`src/rtl/picosoc_timer_pkg.sv`:
```
// picosoc_timer_pkg: register offsets, CTRL bit indices, bus FSM states and byte-strobe merge helper
package picosoc_timer_pkg;
  localparam logic [7:0] TMR_CTRL     = 8'h00;
  localparam logic [7:0] TMR_PRESCALE = 8'h04;
  localparam logic [7:0] TMR_LOAD     = 8'h08;
  localparam logic [7:0] TMR_COUNT    = 8'h0C;
  localparam logic [7:0] TMR_STATUS   = 8'h10;
  localparam int CTRL_EN     = 0;
  localparam int CTRL_RELOAD = 1;
  localparam int CTRL_IRQ_EN = 2;
  typedef enum logic {IDLE, ACK} bus_state_t;
  function automatic logic [31:0] apply_wstrb(input logic [31:0] old, input logic [31:0] wdata,
                                                input logic [3:0] strb);
    logic [31:0] r;
    for (int i = 0; i < 4; i++) r[8*i +: 8] = strb[i] ? wdata[8*i +: 8] : old[8*i +: 8];
    return r;
  endfunction
endpackage

```
`src/rtl/picosoc_timer_prescaler.sv`:
```
// picosoc_timer_prescaler: counts 0..div while en, tick when pcnt==div; ports clk, reset, en, restart, div[15:0] -> tick
module picosoc_timer_prescaler (
  input  logic        clk,
  input  logic        reset,
  input  logic        en,
  input  logic        restart,
  input  logic [15:0] div,
  output logic        tick
);
  logic [15:0] pcnt;
  assign tick = en && pcnt == div;
  always_ff @(posedge clk or posedge reset)
    if (reset) pcnt <= '0;
    else pcnt <= (!en || restart || tick) ? '0 : pcnt + 16'd1;
endmodule

```
`src/rtl/picosoc_timer.sv`:
```
// picosoc_timer: iomem-mapped countdown timer (bus clk/reset/iomem_* in, iomem_ready/iomem_rdata/irq out)
module picosoc_timer
  import picosoc_timer_pkg::*;
#(
  parameter logic [31:0] BASE_ADDR = 32'h0300_0000
) (
  input  logic        clk,
  input  logic        reset,
  input  logic        iomem_valid,
  output logic        iomem_ready,
  input  logic [3:0]  iomem_wstrb,
  input  logic [31:0] iomem_addr,
  input  logic [31:0] iomem_wdata,
  output logic [31:0] iomem_rdata,
  output logic        irq
);
  bus_state_t state;
  logic en, reload, irq_en, expired;
  logic [15:0] prescale;
  logic [31:0] load, count, rd_mux;
  logic [7:0] off;
  logic sel, acc, wr, wr_ctrl, wr_count, clr, restart, tick, expire, tick_upd;
  assign off      = iomem_addr[7:0];
  assign sel      = iomem_valid && iomem_addr[31:8] == BASE_ADDR[31:8];
  assign acc      = state == IDLE && sel;
  assign wr       = acc && |iomem_wstrb;
  assign wr_ctrl  = wr && off == TMR_CTRL && iomem_wstrb[0];
  assign wr_count = wr && off == TMR_COUNT;
  assign clr      = wr && off == TMR_STATUS && iomem_wstrb[0] && iomem_wdata[0];
  assign restart  = wr_ctrl && iomem_wdata[CTRL_EN] && !en;
  assign expire   = tick && count == '0;
  // A bus write to COUNT or EN on a tick edge overrides the tick's COUNT/EN update
  assign tick_upd = tick && !wr_ctrl && !wr_count;
  assign irq      = expired && irq_en;
  assign rd_mux = off == TMR_CTRL     ? {29'b0, irq_en, reload, en} :
                  off == TMR_PRESCALE ? {16'b0, prescale} :
                  off == TMR_LOAD     ? load :
                  off == TMR_COUNT    ? count :
                  off == TMR_STATUS   ? {31'b0, expired} : 32'b0;
  picosoc_timer_prescaler u_prescaler (
    .clk     (clk),
    .reset   (reset),
    .en      (en),
    .restart (restart),
    .div     (prescale),
    .tick    (tick)
  );
  always_ff @(posedge clk or posedge reset)
    if (reset) begin
      state       <= IDLE;
      iomem_ready <= 1'b0;
      iomem_rdata <= '0;
      en          <= 1'b0;
      reload      <= 1'b0;
      irq_en      <= 1'b0;
      expired     <= 1'b0;
      prescale    <= '0;
      load        <= '0;
      count       <= '0;
    end else begin
      state       <= acc ? ACK : IDLE;
      iomem_ready <= acc;
      if (acc) iomem_rdata <= rd_mux;
      if (wr_ctrl) begin
        en     <= iomem_wdata[CTRL_EN];
        reload <= iomem_wdata[CTRL_RELOAD];
        irq_en <= iomem_wdata[CTRL_IRQ_EN];
      end else if (tick_upd && expire && !reload) en <= 1'b0;
      if (wr && off == TMR_PRESCALE)
        prescale <= {iomem_wstrb[1] ? iomem_wdata[15:8] : prescale[15:8],
                     iomem_wstrb[0] ? iomem_wdata[7:0] : prescale[7:0]};
      if (wr && off == TMR_LOAD) load <= apply_wstrb(load, iomem_wdata, iomem_wstrb);
      if (wr_count) count <= apply_wstrb(count, iomem_wdata, iomem_wstrb);
      else if (tick_upd) count <= expire ? (reload ? load : '0) : count - 32'd1;
      // Expiry wins over a same-edge clear
      expired <= expire || (expired && !clr);
    end
endmodule

```
`config.mk`:
```
export PLATFORM = sky130hd
export DESIGN_NAME = picosoc_timer
export DESIGN_NICKNAME = d
export VERILOG_FILES = /design/src/rtl/picosoc_timer_pkg.sv /design/src/rtl/picosoc_timer_prescaler.sv /design/src/rtl/picosoc_timer.sv
export SDC_FILE = /design/constraint.sdc
export NUM_CORES = 1
export LEC_CHECK = 0
export ABC_AREA = 1
export CAP_MARGIN = 10
export CORE_ASPECT_RATIO = 0.75
export CORE_MARGIN = 2
export CORE_UTILIZATION = 40
export DETAILED_ROUTE_END_ITERATION = 10
export PLACE_DENSITY_LB_ADDON = 0.05
export RECOVER_POWER = 100
export SLEW_MARGIN = 20
export SYNTH_ARGS = -nofsm -noshare
export SYNTH_HDL_FRONTEND = slang
export SYNTH_SLANG_ARGS = --single-unit
export TNS_END_PERCENT = 10
```
`constraint.sdc`:
```
create_clock -name clk -period 6.72 [get_ports clk]
set_input_delay 2.016 -clock clk [delete_from_list [all_inputs] [get_ports clk]]
set_output_delay 2.016 -clock clk [all_outputs]
set_load 0.02 [all_outputs]
```
==> key figures <==
Worst setup path
  – CP dominant cell by count: nand2_1
  – Largest fanout on the critical path: 20
  – Crit Path Category: in2reg
  – CP arrival: 5.85 ns
  – Critical Path RT: approximately 7.0 ns
  – Critical R2R Launch: iomem_ready
  – CP cell instances: dlygate4sd3_1 -> nor2_1 -> nand2_1 -> nor2_1 -> nand2_1 -> nor2_1 -> nand3_4 -> clkinvlp_2 -> nand2_1 -> nand2_1 -> inv_2 -> nand2_1 -> nand2_1
  – CP Launch Type: input pin
  – Critical Path Max Stage Delay: slightly below 0.8 ns
  – CP max stage cell: nor2_1
  – Worst setup EP type: flip-flop
  – Flop2flop setup slack: roughly 3 ns
  – CP startpoint: iomem_addr[9]

Route
  – Vias: approximately 8400
  – Final ANT Viol Nets: 0
  – Total Wirelength: between 20000 and 30000 um
  – DR iter-0 viols: 794
  – DRT Pass-1 Iters: 6
  – Residual DRC count: 0
  – Vias per inst: 5.16
  – Wire length per cell: 16.9 um

Yosys
  – Main combinational cell family by area after synthesis: simple AND/OR/NAND/NOR gates
  – Synth Area in Adders: less than 1%
  – Post-Syn Instances: between 1000 and 1500
  – Post-Synth XOR/XNOR Area: between 3 and 4%
  – Compound-Gate Fraction of Synth Area: ~10%
  – Simple-gate area share of the yosys netlist: between 30% and 40%
  – FF+latch count, synth: 133
  – Sequential fraction of the synthesis area: 39.6%
  – Mapped Avg Cell Area: a little under 7 um2
  – Post-Syn Nets: around 1300
  – Synth unique cells: 41
  – Syn. warnings: 0
  – Mux cell area share after synthesis: less than 1%
  – Cell Area, Synth: 0.00840 mm2

Status
  – Violations in the final reports: capacitance limit, slew limit
  – Status: finished, violations left

Finish
  – Share of post-route cells with drive strength above 1: 5.06%
  – Layout Nets: 1406
  – Most common cell after layout, fill and taps aside: nand2_1
  – Area grow syn2layout: 21.5%
  – Most frequent cells in the layout: nand2_1 (426), nor2_1 (148), inv_1 (140)
  – Ant diodes: 0

Floorplanning
  – Die height: 129 um
  – Starting Density: between 40% and 50%
  – Die footprint: 0.0222 mm2
  – Rows: 45
  – Ports: 105
  – Core area: around 0.020 mm2
  – Die W: between 150 and 200 um

Power and ir drop
  – Total power: 0.00186 W
  – Peak VDD IR: ~0.11 mV
  – Power density cells: between 150 and 200 mW/mm2
  – Leak pwr: around 5.3 nW

Place
  – Port bufs: 104
  – Placer congestion estimate: ~0.94
  – DP Wirelength: between 20000 and 25000 um

Timing
  – Final setup vio count: 0
  – Clock skew: 0.00886 ns
  – Fin crit period: 5.53 ns
  – Setup tns final: 0 ns
  – Final Max Tran Viols: a little over 100
  – Peak Freq: roughly 0.18 GHz
  – Slew HR: -52.4%
  – Unrepaired setup endpoints after global routing: false
  – Hold Vio Cnt, Final: 0
  – Worst-Margin Slew: between 2 and 2.5 ns
  – Final Cycle Share: roughly 82%

GRT
  – Initial antenna violation count: 0
  – Total global-route track usage: approximately a quarter
  – Overflow left after global routing: 0
  – First-pass GRT wire length: between 40000 and 50000 um
  – Largest net degree at the start of global routing: slightly above 100
  – Vias in the first global route: 7657

Clock tree
  – CTS sink cnt: around 130
  – CTS tree: done
  – Total CTS buffers: 17
  – Clk buf depth: 2
  – Post CTS Setup Buffer Count: 0
  – Clk slew on worst S/H paths: 0.06 ns
  – Cts hold-fix bufs: 0
  – CTS root buffer: clkbuf_16
  – Clk_lat worst skew: 0.43 ns
  – H-tree depth: 4
  – Post-cts sizing count: 0

Flow run
  – Total of max-cap violations: 1

Hold path
  – Min-delay src: iomem_rdata[28]
  – Hold Path Class: reg2reg
[where the power goes]
group / internal [W] / leakage [nW] / switching (W) / total [W]
logic: 0.0000406 / 3.15 / 0.0000438 / 0.0000844
registers: 0.000801 / 1.85 / 0.0000000000397 / 0.000801
clock network: 0.000609 / 0.292 / 0.000369 / 0.000978
total: 0.00145 / 5.29 / 0.000413 / 0.00186
[per-layer routing]
| layer | track usage (%) | routed length, um | vias to the layer above |
|---|---|---|---|
| li1 | - | - | 4123 |
| met1 | 41.0 | 14200 | 3906 |
| met2 | 35.0 | 10600 | 322 |
| met3 | 5.01 | 2240 | 30 |
| met4 | 6.33 | 393 | 0 |
| met5 | 0 | 0 | - |
[logic make-up (layout without fill, tap and decap cells)]
logic type | Yosys count | in the layout
adder cells (fa/ha/maj) | 3 | 3
buffers and inverters | 187 | 295
AND/OR/NAND/NOR | 721 | 721
flip-flops | 133 | 133
AO/OA/AOI/OAI | 158 | 158
multiplexers | 4 | 4
XOR/XNOR | 29 | 29
[area by class of cell]
cell class | count | area [um2]
clock inverter | 8 | 125
timing repair buffer | 111 | 1090
sequential | 133 | 3330
clock buffer | 22 | 474
tap | 282 | 353
multi-input combinational | 915 | 4250
inverter | 154 | 586
fill | 2131 | 10200
[synth_stat cells (all sizes together)]
cell,number,area share [%]
nor4,3,0.40
inv,151,6.8
and2,2,0.15
buf,18,1.7
nor2,155,7.4
mux2,4,0.54
clkinv,3,0.15
clkbuf,15,0.67
o221ai,2,0.21
ha,3,0.45
nand2,432,20
nand4,24,1.9
nand3,79,5.0
nand3b,7,0.63
xor2,22,2.3
and3,1,0.075
nor3,16,1.2
a21oi,26,1.5
xnor2,7,0.73
dfrtp,133,40
nor3b,2,0.24
a31oi,1,0.075
a221oi,15,1.6
a32o,2,0.24
o21ai,112,6.7
[state kept, by name (all words and copies together), names as in the netlist]
name and flops:
count 32, en 1, expired 1, iomem_rdata 32, iomem_ready 1, irq_en 1
load 32, prescale 16, reload 1, u_prescaler.pcnt 16
[final timing paths]
| check | endpoint | depth (start not counted) |
|---|---|---|
| worst max-delay path | count[17] | 13 |
| worst min-delay path | iomem_rdata[28] | 2 |
| worst max register to register | count[17] | 12 |
| worst min register to register | iomem_rdata[28] | 2 |
| max in group asynchronous | prescale[9] | 3 |
| min in group asynchronous | iomem_rdata[2] | 2 |
[metrics by stage]
step / worst slack, ns / hold WS, ns / area, um2 / std cells / util (%)
after global routing: 0.918 / 0.486 / 10200 / 1625 / 49.9
after CTS: 2.12 / 0.482 / 10200 / 1625 / 50.1
after detailed placement: 1.68 / 0.466 / 9650 / 1595 / 47.2
final: 1.19 / 0.470 / 10200 / 1625 / 49.9
after floorplan: 1.15 / 0.449 / 8400 / 1235 / -
after global placement: 1.81 / 0.461 / 9650 / 1595 / 47.2
[critical path: cells and delay by family]
family        cells  cell delay, ns
buf+inv           3            1.46
simple gates     10            2.36
No activity file was read; power rests on OpenSTA's default activity.
